===== src/rtl/calc_pkg.sv =====
// calc_pkg: instruction classes, ALU/condition codes, FSM states and field positions for calc_unit
// No ports; imported by calc_if users and calc_unit.
package calc_pkg;

    typedef enum logic [1:0] {IMM, CALC, COPY, COND} opclass_e;
    typedef enum logic [2:0] {OP_OR, OP_NAND, OP_NOR, OP_AND, OP_ADD, OP_SUB, OP_MUL, OP_XOR} alu_op_e;
    typedef enum logic [2:0] {C_NEVER, C_EQZ, C_LTZ, C_LEZ, C_ALWAYS, C_NEZ, C_GEZ, C_GTZ} cond_e;
    typedef enum logic {S_IDLE, S_MUL} state_e;

    localparam int CLS_LSB = 6;
    localparam int IMM_W   = 6;
    localparam int SRC_LSB = 3;
    localparam int DST_LSB = 0;
    localparam int OP_LSB  = 0;

    // Codes 4..7 are the negations of codes 0..3, so only the low two bits pick a test.
    function automatic logic cond_eval(cond_e c, logic neg, logic zero);
        logic base;
        base = c[1:0] == 2'd0 ? 1'b0 :
               c[1:0] == 2'd1 ? zero :
               c[1:0] == 2'd2 ? neg : (neg | zero);
        return c[2] ^ base;
    endfunction

endpackage


===== src/rtl/calc_if.sv =====
// calc_if: instruction handshake, input port, output port and status signals of calc_unit
// master: fetch/environment side (drives inst, inst_valid, in_data, in_valid)
// slave : calc_unit side (drives inst_ready, in_ready, out_data, out_valid, result, result_valid, cond_true, busy)
interface calc_if #(parameter int WIDTH = 8);

    logic [7:0]       inst;
    logic             inst_valid;
    logic             inst_ready;
    logic [WIDTH-1:0] in_data;
    logic             in_valid;
    logic             in_ready;
    logic [WIDTH-1:0] out_data;
    logic             out_valid;
    logic [WIDTH-1:0] result;
    logic             result_valid;
    logic             cond_true;
    logic             busy;

    modport master (
        output inst, inst_valid, in_data, in_valid,
        input  inst_ready, in_ready, out_data, out_valid, result, result_valid, cond_true, busy
    );

    modport slave (
        input  inst, inst_valid, in_data, in_valid,
        output inst_ready, in_ready, out_data, out_valid, result, result_valid, cond_true, busy
    );

endinterface


===== src/rtl/calc_mul_seq.sv =====
// calc_mul_seq: WIDTH-cycle shift-add multiplier returning the low WIDTH bits of i_a*i_b
// clk, rst  : clock, asynchronous active-high reset
// i_start   : latch operands and begin
// i_a, i_b  : multiplicand, multiplier
// o_done    : high during the last step; o_product is valid in that cycle
// o_product : low WIDTH bits of the product
module calc_mul_seq #(parameter int WIDTH = 8) (
    input  logic             clk,
    input  logic             rst,
    input  logic             i_start,
    input  logic [WIDTH-1:0] i_a,
    input  logic [WIDTH-1:0] i_b,
    output logic             o_done,
    output logic [WIDTH-1:0] o_product
);

    localparam int CW = $clog2(WIDTH);

    logic [WIDTH-1:0] r_a, r_b, r_acc;
    logic [CW-1:0]    r_cnt;
    logic             r_run;
    logic [WIDTH-1:0] w_sum;

    // The final accumulation is exposed combinationally so the caller can
    // write it on the same edge that consumes the last multiplier bit.
    assign w_sum     = r_acc + (r_b[0] ? r_a : '0);
    assign o_done    = r_run && r_cnt == '0;
    assign o_product = w_sum;

    always_ff @(posedge clk or posedge rst) begin
        if (rst) begin
            r_a   <= '0;
            r_b   <= '0;
            r_acc <= '0;
            r_cnt <= '0;
            r_run <= 1'b0;
        end else if (i_start) begin
            r_a   <= i_a;
            r_b   <= i_b;
            r_acc <= '0;
            r_cnt <= CW'(WIDTH - 1);
            r_run <= 1'b1;
        end else if (r_run) begin
            r_acc <= w_sum;
            r_a   <= r_a << 1;
            r_b   <= r_b >> 1;
            r_cnt <= r_cnt - 1'b1;
            r_run <= r_cnt != '0;
        end
    end

endmodule


===== src/rtl/calc_unit.sv =====
// calc_unit: decodes 8-bit instructions and executes them on a register file, ALU and I/O register
// clk, rst : clock, asynchronous active-high reset
// bus      : calc_if slave (instruction handshake, input port, output port, result, cond_true, busy)
module calc_unit
    import calc_pkg::*;
#(
    parameter int WIDTH  = 8,
    parameter int NREGS  = 8,
    parameter int IO_IDX = 6,
    parameter int MUL_EN = 1
) (
    input logic   clk,
    input logic   rst,
    calc_if.slave bus
);

    state_e           r_state;
    logic [WIDTH-1:0] r_regs [8];
    logic [WIDTH-1:0] r_result, r_out_data;
    logic             r_result_valid, r_out_valid, r_in_ready, r_cond;

    opclass_e         w_cls;
    alu_op_e          w_op;
    logic [2:0]       w_src, w_dst;
    logic [WIDTH-1:0] w_a, w_b, w_alu, w_src_val, w_mul_prod;
    logic             w_io_stall, w_accept, w_mul_start, w_mul_done;

    assign w_cls = opclass_e'(bus.inst[CLS_LSB +: 2]);
    assign w_op  = alu_op_e'(bus.inst[OP_LSB +: 3]);
    assign w_src = bus.inst[SRC_LSB +: 3];
    assign w_dst = bus.inst[DST_LSB +: 3];
    assign w_a   = r_regs[1];
    assign w_b   = r_regs[2];

    // The I/O index has no storage: reads see the input port; unimplemented entries read 0.
    assign w_src_val = int'(w_src) == IO_IDX ? bus.in_data :
                       int'(w_src) < NREGS   ? r_regs[w_src] : '0;

    // A copy from the input port cannot complete without data, so hold it off.
    assign w_io_stall     = w_cls == COPY && int'(w_src) == IO_IDX && !bus.in_valid;
    assign bus.inst_ready = r_state == S_IDLE && !w_io_stall;
    assign w_accept       = bus.inst_valid && bus.inst_ready;
    assign w_mul_start    = w_accept && w_cls == CALC && w_op == OP_MUL && MUL_EN != 0;

    always_comb begin
        w_alu = '0;
        case (w_op)
            OP_OR:   w_alu = w_a | w_b;
            OP_NAND: w_alu = ~(w_a & w_b);
            OP_NOR:  w_alu = ~(w_a | w_b);
            OP_AND:  w_alu = w_a & w_b;
            OP_ADD:  w_alu = w_a + w_b;
            OP_SUB:  w_alu = w_a - w_b;
            OP_XOR:  w_alu = w_a ^ w_b;
            default: w_alu = '0;
        endcase
    end

    if (MUL_EN != 0) begin : g_mul
        calc_mul_seq #(.WIDTH(WIDTH)) u_mul (
            .clk       (clk),
            .rst       (rst),
            .i_start   (w_mul_start),
            .i_a       (w_a),
            .i_b       (w_b),
            .o_done    (w_mul_done),
            .o_product (w_mul_prod)
        );
    end else begin : g_nomul
        assign w_mul_done = 1'b0;
        assign w_mul_prod = '0;
    end

    always_ff @(posedge clk or posedge rst) begin
        if (rst) begin
            r_state        <= S_IDLE;
            r_regs         <= '{default: '0};
            r_result       <= '0;
            r_out_data     <= '0;
            r_result_valid <= 1'b0;
            r_out_valid    <= 1'b0;
            r_in_ready     <= 1'b0;
            r_cond         <= 1'b0;
        end else begin
            r_result_valid <= 1'b0;
            r_out_valid    <= 1'b0;
            r_in_ready     <= 1'b0;
            if (w_accept) begin
                case (w_cls)
                    IMM: r_regs[0] <= WIDTH'(bus.inst[IMM_W-1:0]);
                    CALC: begin
                        if (w_mul_start) begin
                            r_state <= S_MUL;
                        end else begin
                            r_regs[3]      <= w_alu;
                            r_result       <= w_alu;
                            r_result_valid <= 1'b1;
                        end
                    end
                    COPY: begin
                        r_in_ready <= int'(w_src) == IO_IDX;
                        if (int'(w_dst) == IO_IDX) begin
                            r_out_data  <= w_src_val;
                            r_out_valid <= 1'b1;
                        end else if (int'(w_dst) < NREGS) begin
                            r_regs[w_dst] <= w_src_val;
                        end
                    end
                    default: r_cond <= cond_eval(cond_e'(bus.inst[2:0]), r_regs[3][WIDTH-1], r_regs[3] == '0);
                endcase
            end else if (r_state == S_MUL && w_mul_done) begin
                r_regs[3]      <= w_mul_prod;
                r_result       <= w_mul_prod;
                r_result_valid <= 1'b1;
                r_state        <= S_IDLE;
            end
        end
    end

    assign bus.in_ready     = r_in_ready;
    assign bus.out_data     = r_out_data;
    assign bus.out_valid    = r_out_valid;
    assign bus.result       = r_result;
    assign bus.result_valid = r_result_valid;
    assign bus.cond_true    = r_cond;
    assign bus.busy         = r_state == S_MUL;

endmodule


===== src/flat_wrapper.sv =====
// flat-port wrapper written by rule: the top's interface ports become plain ports
module calc_unit_flat import calc_pkg::*;
#(
    parameter int WIDTH  = 8,
    parameter int NREGS  = 8,
    parameter int IO_IDX = 6,
    parameter int MUL_EN = 1
)
  (clk, rst, bus_inst, bus_inst_valid, bus_in_data, bus_in_valid, bus_inst_ready, bus_in_ready, bus_out_data, bus_out_valid, bus_result, bus_result_valid, bus_cond_true, bus_busy);
  calc_if #(.WIDTH(WIDTH)) bus_i ();
  input logic clk;
  input logic rst;
  input wire logic [$bits(bus_i.inst)-1:0] bus_inst;
  input wire logic [$bits(bus_i.inst_valid)-1:0] bus_inst_valid;
  input wire logic [$bits(bus_i.in_data)-1:0] bus_in_data;
  input wire logic [$bits(bus_i.in_valid)-1:0] bus_in_valid;
  output wire logic [$bits(bus_i.inst_ready)-1:0] bus_inst_ready;
  output wire logic [$bits(bus_i.in_ready)-1:0] bus_in_ready;
  output wire logic [$bits(bus_i.out_data)-1:0] bus_out_data;
  output wire logic [$bits(bus_i.out_valid)-1:0] bus_out_valid;
  output wire logic [$bits(bus_i.result)-1:0] bus_result;
  output wire logic [$bits(bus_i.result_valid)-1:0] bus_result_valid;
  output wire logic [$bits(bus_i.cond_true)-1:0] bus_cond_true;
  output wire logic [$bits(bus_i.busy)-1:0] bus_busy;
  assign bus_i.inst = bus_inst;
  assign bus_i.inst_valid = bus_inst_valid;
  assign bus_i.in_data = bus_in_data;
  assign bus_i.in_valid = bus_in_valid;
  assign bus_inst_ready = bus_i.inst_ready;
  assign bus_in_ready = bus_i.in_ready;
  assign bus_out_data = bus_i.out_data;
  assign bus_out_valid = bus_i.out_valid;
  assign bus_result = bus_i.result;
  assign bus_result_valid = bus_i.result_valid;
  assign bus_cond_true = bus_i.cond_true;
  assign bus_busy = bus_i.busy;
  calc_unit #(.WIDTH(WIDTH), .NREGS(NREGS), .IO_IDX(IO_IDX), .MUL_EN(MUL_EN)) u_core (.clk(clk), .rst(rst), .bus(bus_i));
endmodule

===== config.mk =====
export PLATFORM = sky130hd
export DESIGN_NAME = calc_unit_flat
export DESIGN_NICKNAME = d
export VERILOG_FILES = /design/src/rtl/calc_pkg.sv /design/src/rtl/calc_if.sv /design/src/rtl/calc_mul_seq.sv /design/src/rtl/calc_unit.sv /design/src/flat_wrapper.sv
export SDC_FILE = /design/constraint.sdc
export NUM_CORES = 1
export LEC_CHECK = 0
export BUFFER_PORTS_ARGS = -buffer_cell sky130_fd_sc_hd__buf_2
export CAP_MARGIN = 20
export CORE_UTILIZATION = 45
export CTS_BUF_LIST = sky130_fd_sc_hd__clkbuf_8
export DETAILED_ROUTE_END_ITERATION = 8
export REMOVE_ABC_BUFFERS = 1
export SLEW_MARGIN = 20
export SYNTH_ARGS = -nofsm -noshare
export SYNTH_HDL_FRONTEND = slang
export SYNTH_HIERARCHICAL = 1
export SYNTH_SLANG_ARGS = --single-unit
export TNS_END_PERCENT = 5

===== constraint.sdc =====
create_clock -name clk -period 3.4 [get_ports clk]
set_input_delay 0.34 -clock clk [delete_from_list [all_inputs] [get_ports clk]]
set_output_delay 0.34 -clock clk [all_outputs]
set_load 0.01 [all_outputs]

==> results of run 1 <==
## worst max-delay path, stage by stage, from the launching register on
cell	delay, ns
dfrtp_1	0.48
inv_1	0.10
ha_1	0.29
mux2_2	0.29
inv_1	0.07
ha_1	0.21
nor2b_1	0.14
o31ai_1	0.34
a32oi_1	0.20
xnor2_1	0.22
nand4_1	0.12
a41oi_1	0.25
## final timing paths
kind | startpoint | end | slack, ns | cells after the start
max | u_core/w_b[1]$_DFFE_PP0P_ | u_core/r_regs[39]$_DFFE_PP0P_ | 0.62 | 11
max reg2reg | u_core/w_b[1]$_DFFE_PP0P_ | u_core/r_regs[39]$_DFFE_PP0P_ | 0.62 | 11
min | rst | u_core/bus.result[0]$_DFFE_PP0P_ | 0.01 | 2
min in group clk | bus_inst[6] | u_core/bus.cond_true$_DFFE_PP0P_ | 0.27 | 3
min reg2reg | u_core/r_regs[21]$_DFFE_PP0P_ | u_core/r_regs[21]$_DFFE_PP0P_ | 0.49 | 2
max in group asynchronous | rst | u_core/r_regs[25]$_DFFE_PP0P_ | 2.64 | 3
## flip-flops by register name, summed over array words and instances (netlist names)
| register | cells |
|---|---|
| u_core/r_regs | 40 |
| u_core/g_mul.u_mul/r_acc | 8 |
| u_core/g_mul.u_mul/r_b | 8 |
| u_core/w_a | 8 |
| u_core/bus.busy | 1 |
| u_core/g_mul.u_mul/r_run | 1 |
| u_core/bus.result | 8 |
| u_core/bus.out_valid | 1 |
| u_core/bus.cond_true | 1 |
| u_core/g_mul.u_mul/r_a | 8 |
| u_core/g_mul.u_mul/r_cnt | 3 |
| u_core/bus.in_ready | 1 |
| u_core/w_b | 8 |
| u_core/bus.result_valid | 1 |
| u_core/bus.out_data | 8 |
## area by class of cell
class / instances / area, um2
clock buffer: 9 / 124
clock inverter: 7 / 61.3
fill: 1281 / 6970
inverter: 33 / 125
multi-input combinational: 456 / 3450
sequential: 105 / 2630
tap: 180 / 225
timing repair buffer: 53 / 295
## layout by cell type, fill, tap and decap left out, types with 3 or more instances in the layout
cell type / count
mux2i_1: 32
inv_6: 3
xnor2_1: 19
nor2_1: 45
and2_1: 7
buf_4: 12
dfrtp_1: 105
mux4_1: 14
a221oi_1: 4
buf_2: 41
nor2b_1: 12
nand3_1: 9
xor2_1: 6
o21a_1: 5
nor3_1: 6
nand2b_1: 15
nand2_1: 63
or3_1: 3
a32oi_1: 4
a31oi_1: 10
inv_1: 32
o21ai_0: 55
a21oi_1: 32
nand3b_1: 6
a21o_1: 3
ha_1: 33
clkbuf_8: 9
o211ai_1: 3
and3_1: 3
mux2_2: 26
## cells in the mapped netlist (5+ instances only)
master and number:
a31oi_1 10, inv_1 33, o21ai_0 55, a21oi_1 32, o21a_1 5, mux2_2 26
dfrtp_1 105, clkbuf_1 10, xnor2_1 19, nor3_1 7, mux2i_1 32, mux4_1 14
nand3b_1 6, nor2_1 45, nand2_1 63, and2_1 7, nor2b_1 12, buf_2 19
xor2_1 6, ha_1 33, nand2b_1 15, nand3_1 9
## per-layer routing
metal	vias up	share of wire, %	track usage (%)
met2	165	46	36.9
met4	0	2.2	8.49
li1	2303	-	-
met5	-	0	0
met1	2415	46	32.8
met3	25	5.8	3.85
## where the power goes
part           leakage, nW  internal [mW]  total [mW]  switching (mW)
sequential            1.31           1.68        2.07           0.390
combinational         1.77          0.953        2.10            1.15
clock               0.0998          0.284       0.775           0.492
## logic make-up (layout without fill, tap and decap cells)
| family | Yosys count | count (layout) | share of synthesized area (%) |
|---|---|---|---|
| fa+ha+maj | 35 | 35 | 7.09 |
| buf+inv | 68 | 102 | 4.90 |
| xor+xnor | 25 | 25 | 3.43 |
| compound gates | 141 | 141 | 13.6 |
| mux | 75 | 75 | 16.2 |
| flops | 105 | 105 | 41.2 |
| simple gates | 180 | 180 | 13.6 |
## through the flow
| stage | hold slack [ns] | setup TNS [ns] |
|---|---|---|
| floorplan | 0.405 | -0.0692 |
| global placement | 0.444 | 0 |
| detailed placement | 0.452 | 0 |
| CTS | 0.00773 | 0 |
| global route | 0.0414 | 0 |
| finish | 0.0107 | 0 |
==> reports/qor.csv, run 1 <==
stage,metric,value,unit
outcome,status,completed,
grt,GR Overflow Total,0,
finish,Finished Layout Cells,843,
worst_setup_path,Critical Path Start Type,flop,
power_and_ir_drop,Pwr Density,716,mW/mm2
sta,Final Max Tran Viols,0,
synth,#FFs+latches synth,105,
routing,total number of vias,4908,
sta,post-route setup slack,0.619,ns
clocking,# Post-CTS Setup Buffers,0,
power_and_ir_drop,total power,4.95,mW
power_and_ir_drop,VDD IR max,0.000304,V
die,Starting Density,46.0,%
routing,DRC viols,0,
synth,"area leader, netlist",dfrtp_1,
placed_design,input/output buffers,41,
placed_design,DP Area,0.00672,mm2
sta,Fin. Hold Viols,0,
routing,WL/cell,19.4,um
worst_setup_path,crit path max fanout,7,
worst_setup_path,crit path DAT,3.10,ns
clocking,H-tree levels,3,
synth,top cell type's share of synthesized area,41.2,%
sta,Setup Skew,0.0162,ns
synth,Post-synth EDFFs,0,
clocking,clock-pin slew on the worst setup and hold paths,0.12,ns
synth,fraction of registers with async set/reset,100,%
clocking,clock root buffer,clkbuf_8,
placed_design,pre-CTS setup slack,0.657,ns
finish,Final Core Density,49.8,%
finish,final instance area,0.00691,mm2
routing,vias per std cell,5.82,
worst_setup_path,CP Class,flop to flop,
grt,initial antenna violation count,0,
placed_design,Placer Congestion,0.917,
die,Ports,42,
grt,number of global-route vias before repair,4706,
clocking,Clock Latency Late Sink,0.41,ns
die,die width,121,um
clocking,clk sinks,105,
run,max-cap viol count,0,
finish,n_diodes,0,
synth,Synth area leaders,"dfrtp_1 (41%), ha_1 (6.5%), mux4_1 (5.8%)",
synth,cells after synthesis,629,
clocking,TritonCTS Buffers,9,
min_path,Min-Delay Path Class,primary input to async pin,
sta,actual slew at the worst max-slew pin,0.851,ns
die,die height,121,um
clocking,TritonCTS clock tree,done,
sta,final cycle utilization of the critical path,81.8,%
die,Core Rows,43,
routing,Pre-antenna DRT Iters,7,
synth,Yosys cell types,59,
clocking,CTS resizes,0,
grt,largest net degree at the start of global routing,48,
routing,Initial DRC Count,334,
clocking,Max clock buf depth,2,
die,die area,0.0147,mm2
placed_design,total placed cells including tap cells,826,
worst_setup_path,Worst Path Required,3.72,ns
grt,first-pass GRT wire length,25.9,mm
worst_setup_path,CP endpoint kind,flop,
clocking,Hold Buf Count CTS,0,
placed_design,hpwl dp,11.8,mm
synth,average size of a mapped cell,10.2,um2
routing,Post-Route WL,16.4,mm
sta,RSZ-0062 raised after global routing,no,
synth,dominant synthesized flop cell,dfrtp_1,
synth,Ys Warns,6,
synth,sequential area share after synthesis,41.2,%
sta,fmax,360,MHz
die,Core Region,0.0139,mm2
sta,Worst slew margin,43.1,%
sta,final setup violation count,0,
sta,Final min period,2.78,ns
finish,P&R area growth vs syn,8.19,%
routing,Post-DRT Antenna Nets,0,
synth,mapped cell area,0.00638,mm2
finish,nets,713,
power_and_ir_drop,Lkg Pwr,3.18,nW
grt,overall routing resource usage,23.5,%
finish,ratio of cells with drive above 1 in the final layout,16.4,%
No activity file was read; power rests on OpenSTA's default activity.
==> inputs of run 2 (changes only) <==
--- a/config.mk
+++ b/config.mk
@@ -5,6 +5,7 @@
 export SDC_FILE = /design/constraint.sdc
 export NUM_CORES = 1
 export LEC_CHECK = 0
+export ABC_AREA = 1
 export BUFFER_PORTS_ARGS = -buffer_cell sky130_fd_sc_hd__buf_2
 export CAP_MARGIN = 20
 export CORE_UTILIZATION = 45
==> constraint.sdc (replaced) <==
create_clock -name clk -period 2.8 [get_ports clk]
set_input_delay 0.28 -clock clk [delete_from_list [all_inputs] [get_ports clk]]
set_output_delay 0.28 -clock clk [all_outputs]
set_load 0.01 [all_outputs]
==> reports/qor.csv, run 2 <==
stage,metric,value,unit,change
die,Core Rows,43,,unchanged
clocking,H-tree levels,3,,unchanged
synth,combinational family with the most area after synthesis,simple AND/OR/NAND/NOR gates,,was multiplexers
finish,"commonest non-fill, non-tap cell in the layout",nand2_1,,was dfrtp_1
power_and_ir_drop,sw frac,29.4,%,was 41.1%
grt,first-pass GRT wire length,30.5,mm,was 25.9 mm
routing,WL/cell,17.4,um,was 19.4 um
power_and_ir_drop,combinational power share,8.8,%,was 42.5%
placed_design,DP Area,0.00689,mm2,was 0.00672 mm2
worst_setup_path,CP peak stage delay,0.44,ns,was 0.48 ns
synth,fraction of registers with async set/reset,100,%,unchanged
run,max-cap viol count,0,,unchanged
sta,Final Max Tran Viols,0,,unchanged
min_path,Min-Delay Path Class,primary input to flop,,was primary input to async pin
placed_design,hpwl dp,14.3,mm,was 11.8 mm
synth,mux cell area share after synthesis,0.172,%,was 16.2%
clocking,clock-pin slew on the worst setup and hold paths,0.11,ns,was 0.12 ns
routing,Initial DRC Count,419,,was 334
worst_setup_path,CP Class,flop to flop,,unchanged
finish,most frequent cells in the layout,"nand2_1 (261), dfrtp_1 (105), inv_1 (86), nand3_1 (79), o21ai_0 (78)",,"was dfrtp_1 (105), nand2_1 (63), o21ai_0 (55), nor2_1 (45), buf_2 (41)"
clocking,clock root buffer,clkbuf_8,,unchanged
worst_setup_path,crit path max fanout,6,,was 7
outcome,status,completed,,unchanged
worst_setup_path,Worst path slowest cell,dfrtp_1,,unchanged
sta,fmax,392,MHz,was 360 MHz
power_and_ir_drop,VDD IR max,0.000318,V,was 0.000304 V
synth,Synth Area in XOR/XNOR,1.59,%,was 3.43%
synth,mapped cell area,0.00653,mm2,was 0.00638 mm2
synth,dominant synthesized flop cell,dfrtp_1,,unchanged
routing,Post-DRT Antenna Nets,0,,unchanged
worst_setup_path,"delay-heaviest family, CP",simple AND/OR/NAND/NOR gates,,was compound AO/OA/AOI/OAI gates
worst_setup_path,Worst Path Required,3.08,ns,was 3.72 ns
worst_setup_path,"Cell Chain, Critical Path",inv_2 -> ha_1 -> inv_1 -> nand2_1 -> xor2_1 -> ha_1 -> a21oi_1 -> nand2_1 -> or2_2 -> nand3_1 -> nand2_1 -> nand2_1 -> nor2_1 -> o21ai_0 -> nand2_1,,was inv_1 -> ha_1 -> mux2_2 -> inv_1 -> ha_1 -> nor2b_1 -> o31ai_1 -> a32oi_1 -> xnor2_1 -> nand4_1 -> a41oi_1
sta,final setup violation count,0,,unchanged
synth,simple-gate portion of the synthesized area,27.9,%,was 13.6%
worst_setup_path,critical path's most frequent cell,nand2_1,,
sta,Setup TNS,0,ns,unchanged
routing,vias per std cell,5.46,,was 5.82
sta,Worst slew margin,49.1,%,was 43.1%
routing,Post-Route WL,19.1,mm,was 16.4 mm
clocking,Max clock buf depth,2,,unchanged
synth,Yosys cell types,48,,was 59
synth,"area leader, netlist",dfrtp_1,,unchanged
power_and_ir_drop,Pwr Density,385,mW/mm2,was 716 mW/mm2
grt,overall routing resource usage,27.2,%,was 23.5%
finish,Largest Register,u_core/r_regs,,unchanged
finish,P&R area growth vs syn,9.21,%,was 8.19%
finish,final instance area,0.00713,mm2,was 0.00691 mm2
finish,ratio of cells with drive above 1 in the final layout,12.3,%,was 16.4%
placed_design,Placer Congestion,0.953,,was 0.917
grt,largest net degree at the start of global routing,48,,unchanged
sta,RSZ-0062 raised after global routing,no,,unchanged
synth,Post-synth EDFFs,0,,unchanged
die,Core Region,0.0140,mm2,was 0.0139 mm2
placed_design,input/output buffers,41,,unchanged
power_and_ir_drop,sw power,0.807,mW,was 2.03 mW
synth,synth cell count leaders,"nand2_1 (261), dfrtp_1 (105), inv_1 (90)",,"was dfrtp_1 (105), nand2_1 (63), o21ai_0 (55)"
finish,n_diodes,0,,unchanged
synth,#FFs+latches synth,105,,unchanged
sta,Setup Skew,0.0211,ns,was 0.0162 ns
routing,DRC viols,0,,unchanged
routing,total number of vias,5964,,was 4908
synth,Synth area leaders,"dfrtp_1 (40%), nand2_1 (15%), ha_1 (6.3%)",,"was dfrtp_1 (41%), ha_1 (6.5%), mux4_1 (5.8%)"
synth,post-synthesis compound-gate area fraction,14.4,%,was 13.6%
die,die area,0.0150,mm2,was 0.0147 mm2
finish,number of flip-flops in the largest register,40,,unchanged
die,die width,122,um,was 121 um
clocking,TritonCTS clock tree,done,,unchanged
worst_setup_path,buffer and inverter count on the worst path,2,,unchanged
synth,top cell type's share of synthesized area,40.2,%,was 41.2%
synth,cells after synthesis,868,,was 629
synth,"count leader, synth",nand2_1,,was dfrtp_1
synth,adder-cell share of the synthesized area,6.93,%,was 7.09%
synth,Ys Warns,6,,unchanged
grt,number of global-route vias before repair,5594,,was 4706
clocking,Clock Latency Late Sink,0.41,ns,about the same
grt,initial antenna violation count,0,,unchanged
worst_setup_path,worst reg-to-reg setup slack,0.25,ns,was 0.62 ns
grt,GR Overflow Total,0,,unchanged
power_and_ir_drop,Lkg Pwr,3.70,nW,was 3.18 nW
finish,nets,963,,was 713
die,Ports,42,,unchanged
power_and_ir_drop,internal power,1.94,mW,was 2.92 mW
power_and_ir_drop,clock share of power,36.1,%,was 15.7%
sta,final cycle utilization of the critical path,91.1,%,was 81.8%
sta,Final min period,2.55,ns,was 2.78 ns
die,die height,122,um,was 121 um
power_and_ir_drop,Flop pwr share,55.2,%,was 41.8%
routing,Pre-antenna DRT Iters,5,,was 7
clocking,clk sinks,105,,unchanged
synth,sequential area share after synthesis,40.2,%,was 41.2%
worst_setup_path,Critical Path Start Type,flop,,unchanged
worst_setup_path,CP endpoint kind,flop,,unchanged
worst_setup_path,crit path DAT,2.83,ns,was 3.10 ns
sta,Fin. Hold Viols,0,,unchanged
die,Starting Density,46.5,%,was 46.0%
synth,average size of a mapped cell,7.53,um2,was 10.2 um2
sta,actual slew at the worst max-slew pin,0.761,ns,was 0.851 ns
clocking,TritonCTS Buffers,9,,unchanged
==> run 2: cell types whose count changed after synthesis, moves of 12 or more <==
cell,delta
xnor2_1,-18
nand3_1,+70
o21ai_0,+24
mux4_1,-14
nor2b_1,-12
mux2i_1,-32
mux2_2,-25
nand2b_1,-15
inv_1,+57
nand2_1,+198
==> run 2: worst paths after layout <==
kind | from | end | depth (start not counted)
worst min register to register | u_core/g_mul.u_mul/r_b[3]$_DFFE_PP0P_ | u_core/g_mul.u_mul/r_b[2]$_DFFE_PP0P_ | 2
min in group asynchronous | rst | u_core/w_a[0]$_DFFE_PP0P_ | 3
worst max register to register | u_core/w_b[0]$_DFFE_PP0P_ | u_core/r_regs[35]$_DFFE_PP0P_ | 15
max in group asynchronous | rst | u_core/r_regs[39]$_DFFE_PP0P_ | 4
worst max-delay path | u_core/w_b[0]$_DFFE_PP0P_ | u_core/r_regs[35]$_DFFE_PP0P_ | 15
worst min-delay path | bus_inst[6] | u_core/bus.cond_true$_DFFE_PP0P_ | 3
==> run 2: what timing repair did <==
| action | CTS | global route |
|---|---|---|
| hold buffers | 1 | 0 |
| hold endpoints to repair | 27 | 0 |
| endpoints found under the setup margin | 0 | 4 |
| setup buffers | 0 | 1 |
| resized for setup | 0 | 4 |
==> run 2: cells by family (layout without fill, tap and decap cells) <==
family | after synthesis | count (layout)
and+or+nand+nor | 420 | 420
AOI/OAI and AO/OA | 165 | 165
buffers and inverters | 131 | 176
DFF | 105 | 105
adders and majority gates | 35 | 35
xor gates and xnor gates | 11 | 11
muxes | 1 | 1
==> run 2: final cells by class <==
type | instances | area [um2]
inverters | 101 | 383
clock inverters | 7 | 93.8
fillers | 1423 | 6910
flip-flops and latches | 105 | 2630
well taps | 180 | 225
clock buffers | 9 | 124
multi-input cells | 632 | 3340
repair buffers | 59 | 343
==> run 2: worst reg2reg max path, delay by kind of cell (launching register included) <==
| family | cells | cell delay (ns) |
|---|---|---|
| adders and majority gates | 2 | 0.57 |
| buffers and inverters | 2 | 0.17 |
| AOI/OAI and AO/OA | 2 | 0.29 |
| xor gates and xnor gates | 1 | 0.15 |
| DFF | 1 | 0.44 |
| and+or+nand+nor | 8 | 0.84 |
==> run 2: through the flow <==
step	std cells	power [mW]	utilization, %	setup slack, ns	hold WS [ns]
floorplan	838	1.67	-	0.361	0.345
detailed placement	1075	1.78	49.1	0.214	0.330
global placement	1075	1.78	49.1	0.258	0.329
finish	1093	2.75	50.8	0.248	0.210
global route	1093	2.86	50.8	0.0218	0.226
CTS	1092	2.79	50.7	0.187	0.194
==> run 2: metal layers <==
layer	track usage, %	part of all wire (%)	vias to the layer above
met5	0	0	-
met4	9.60	2.6	0
met3	4.79	5.7	27
met2	40.7	43	202
met1	39.1	49	2827
li1	-	-	2908
==> run 2: power by group through the flow <==
stage | logic [mW] | clock network (mW) | registers, mW
floorplan | 0.124 | 0 | 1.55
global placement | 0.238 | 0 | 1.55
detailed placement | 0.238 | 0 | 1.55
CTS | 0.240 | 1.03 | 1.52
global route | 0.267 | 1.08 | 1.52
finish | 0.241 | 0.991 | 1.52
==> inputs of run 3 (changes only) <==
--- a/config.mk
+++ b/config.mk
@@ -8,7 +8,7 @@
 export ABC_AREA = 1
 export BUFFER_PORTS_ARGS = -buffer_cell sky130_fd_sc_hd__buf_2
 export CAP_MARGIN = 20
-export CORE_UTILIZATION = 45
+export CORE_UTILIZATION = 40
 export CTS_BUF_LIST = sky130_fd_sc_hd__clkbuf_8
 export DETAILED_ROUTE_END_ITERATION = 8
 export REMOVE_ABC_BUFFERS = 1
==> reports/qor.csv, run 3 (same netlist as run 2, synthesis figures left out) <==
stage,metric,value,unit,change
power_and_ir_drop,VDD IR max,0.000215,V,was 0.000318 V
worst_setup_path,CP endpoint kind,flop,,unchanged
die,die height,130,um,was 122 um
placed_design,hpwl dp,14.1,mm,was 14.3 mm
die,Core Region,0.0159,mm2,was 0.0140 mm2
routing,Post-Route WL,19.0,mm,was 19.1 mm
sta,final setup violation count,0,,unchanged
finish,Final Core Density,45.5,%,was 50.8%
sta,Fin. Hold Viols,0,,unchanged
die,die area,0.0168,mm2,was 0.0150 mm2
grt,GR Overflow Total,0,,unchanged
grt,initial antenna violation count,0,,unchanged
die,Ports,42,,unchanged
power_and_ir_drop,sw frac,29.6,%,was 29.4%
worst_setup_path,Worst Path Required,3.10,ns,was 3.08 ns
placed_design,total placed cells including tap cells,1117,,was 1075
sta,final cycle utilization of the critical path,92.2,%,was 91.1%
sta,RSZ-0062 raised after global routing,no,,unchanged
clocking,clk sinks,105,,unchanged
sta,Final Max Tran Viols,0,,unchanged
worst_setup_path,CP Class,flop to flop,,unchanged
clocking,clock-pin slew on the worst setup and hold paths,0.11,ns,about the same
routing,Initial DRC Count,630,,was 419
worst_setup_path,crit path max fanout,4,,was 6
routing,vias per std cell,5.24,,was 5.46
power_and_ir_drop,combinational power share,8.9,%,was 8.8%
grt,number of global-route vias before repair,5232,,was 5594
routing,WL/cell,16.7,um,was 17.4 um
sta,Final min period,2.58,ns,was 2.55 ns
clocking,Clock Latency Late Sink,0.41,ns,about the same
min_path,Min-Delay Path Class,primary input to flop,,unchanged
grt,overall routing resource usage,23.8,%,was 27.2%
finish,Reg area,0.00263,mm2,unchanged
sta,Setup TNS,0,ns,unchanged
clocking,clock root buffer,clkbuf_8,,unchanged
sta,post-route setup slack,0.217,ns,was 0.248 ns
outcome,status,completed,,unchanged
power_and_ir_drop,Flop pwr share,54.9,%,was 55.2%
finish,ratio of cells with drive above 1 in the final layout,12.6,%,was 12.3%
clocking,TritonCTS clock tree,done,,unchanged
sta,actual slew at the worst max-slew pin,0.868,ns,was 0.761 ns
power_and_ir_drop,total power,2.76,mW,was 2.75 mW
die,Starting Density,41.1,%,was 46.5%
clocking,H-tree levels,3,,unchanged
grt,largest net degree at the start of global routing,48,,unchanged
routing,Post-DRT Antenna Nets,0,,unchanged
clocking,TritonCTS Buffers,9,,unchanged
clocking,Max clock buf depth,2,,unchanged
finish,nets,969,,was 963
finish,Multi-input gate area,0.00334,mm2,unchanged
power_and_ir_drop,internal power,1.95,mW,was 1.94 mW
finish,n_diodes,0,,unchanged
routing,DRC viols,0,,unchanged
sta,fmax,387,MHz,was 392 MHz
placed_design,input/output buffers,41,,unchanged
finish,number of flip-flops in the largest register,40,,unchanged
power_and_ir_drop,clock share of power,36.3,%,was 36.1%
grt,first-pass GRT wire length,29.6,mm,was 30.5 mm
finish,# fillers,1695,,was 1423
finish,"commonest non-fill, non-tap cell in the layout",nand2_1,,unchanged
worst_setup_path,crit path DAT,2.88,ns,was 2.83 ns
finish,most frequent cells in the layout,"nand2_1 (261), dfrtp_1 (105), inv_1 (88), nand3_1 (79), o21ai_0 (79)",,"was nand2_1 (261), dfrtp_1 (105), inv_1 (86), nand3_1 (79), o21ai_0 (78)"
run,max-cap viol count,0,,unchanged
routing,total number of vias,5942,,was 5964
routing,Pre-antenna DRT Iters,6,,was 5
placed_design,Placer Congestion,0.922,,was 0.953
sta,Setup Skew,0.0217,ns,was 0.0211 ns
sta,Worst slew margin,41.8,%,was 49.1%
finish,P&R area growth vs syn,10.6,%,was 9.21%
placed_design,pre-CTS setup slack,0.189,ns,was 0.214 ns
power_and_ir_drop,Pwr Density,383,mW/mm2,was 385 mW/mm2
die,Core Rows,46,,was 43
power_and_ir_drop,Lkg Pwr,3.74,nW,was 3.70 nW
die,die width,130,um,was 122 um
finish,Finished Layout Cells,1135,,was 1093
power_and_ir_drop,sw power,0.817,mW,was 0.807 mW
worst_setup_path,Critical Path Start Type,flop,,unchanged
finish,Largest Register,u_core/r_regs,,unchanged
## run 3: changes by cell type in the layout (fill, tap and decap cells not counted), sizes merged
cell / previous run / this run
buf: 58 / 64
inv: 99 / 100
clkinv: 9 / 8
## run 3: final timing paths
check	startpoint	end	slack [ns]	cells after the start
max	u_core/w_b[0]$_DFFE_PP0P_	u_core/r_regs[34]$_DFFE_PP0P_	0.22	16
min	bus_inst[6]	u_core/bus.cond_true$_DFFE_PP0P_	0.22	3
max reg2reg	u_core/w_b[0]$_DFFE_PP0P_	u_core/r_regs[34]$_DFFE_PP0P_	0.22	16
min reg2reg	u_core/g_mul.u_mul/r_b[2]$_DFFE_PP0P_	u_core/g_mul.u_mul/r_b[1]$_DFFE_PP0P_	0.49	2
max in group asynchronous	rst	u_core/r_regs[56]$_DFFE_PP0P_	1.62	4
min in group asynchronous	rst	u_core/bus.out_data[5]$_DFFE_PP0P_	0.42	3
## run 3: stage by stage
step | instance area [um2] | hold WS [ns]
after floorplan | 6340 | 0.345
after CTS | 7210 | 0.204
after detailed placement | 6980 | 0.347
final | 7220 | 0.217
after global placement | 6980 | 0.340
after global routing | 7220 | 0.231
## run 3: power by group through the flow
stage	logic, mW	clock network [mW]	registers (mW)
3_5_place_dp	0.241	0	1.55
5_1_grt	0.270	1.10	1.52
2_1_floorplan	0.124	0	1.55
6_report	0.245	1.00	1.52
4_1_cts	0.243	1.04	1.52
3_3_place_gp	0.242	0	1.55
## run 3: per-layer routing
| metal | vias to the layer above | GRT usage (%) | part of all wire, % |
|---|---|---|---|
| li1 | 2923 | - | - |
| met2 | 218 | 33.4 | 43 |
| met1 | 2758 | 36.3 | 48 |
| met5 | - | 0 | 0 |
| met4 | 0 | 9.51 | 3.0 |
| met3 | 43 | 3.53 | 5.8 |
## run 3: what timing repair did
action,in CTS,in global routing
setup endpoints to repair,0,4
resized for setup,0,2
buffers inserted,0,1
hold buffers,1,0
hold endpoints to repair,39,0
## run 3: worst max-delay path, cell delays in order (launching register included)
cell and delay (ns):
dfrtp_1 0.43, inv_2 0.08, ha_1 0.28, or2_2 0.28, o21ai_0 0.13, inv_1 0.11
fa_1 0.41, inv_1 0.12, nand2_1 0.06, nand2_1 0.06, o21ai_0 0.06, nor2_1 0.13
o21ai_2 0.07, nand3_1 0.08, nand3_1 0.06, nand2_1 0.06, nand2_1 0.05
## run 3: layout make-up
class / instances / area share [%]
clock inverter: 7 / 1.26
timing repair buffer: 65 / 5.37
multi-input combinational: 632 / 46.2
tap: 216 / 3.74
clock buffer: 9 / 1.72
inverter: 101 / 5.30
sequential: 105 / 36.4
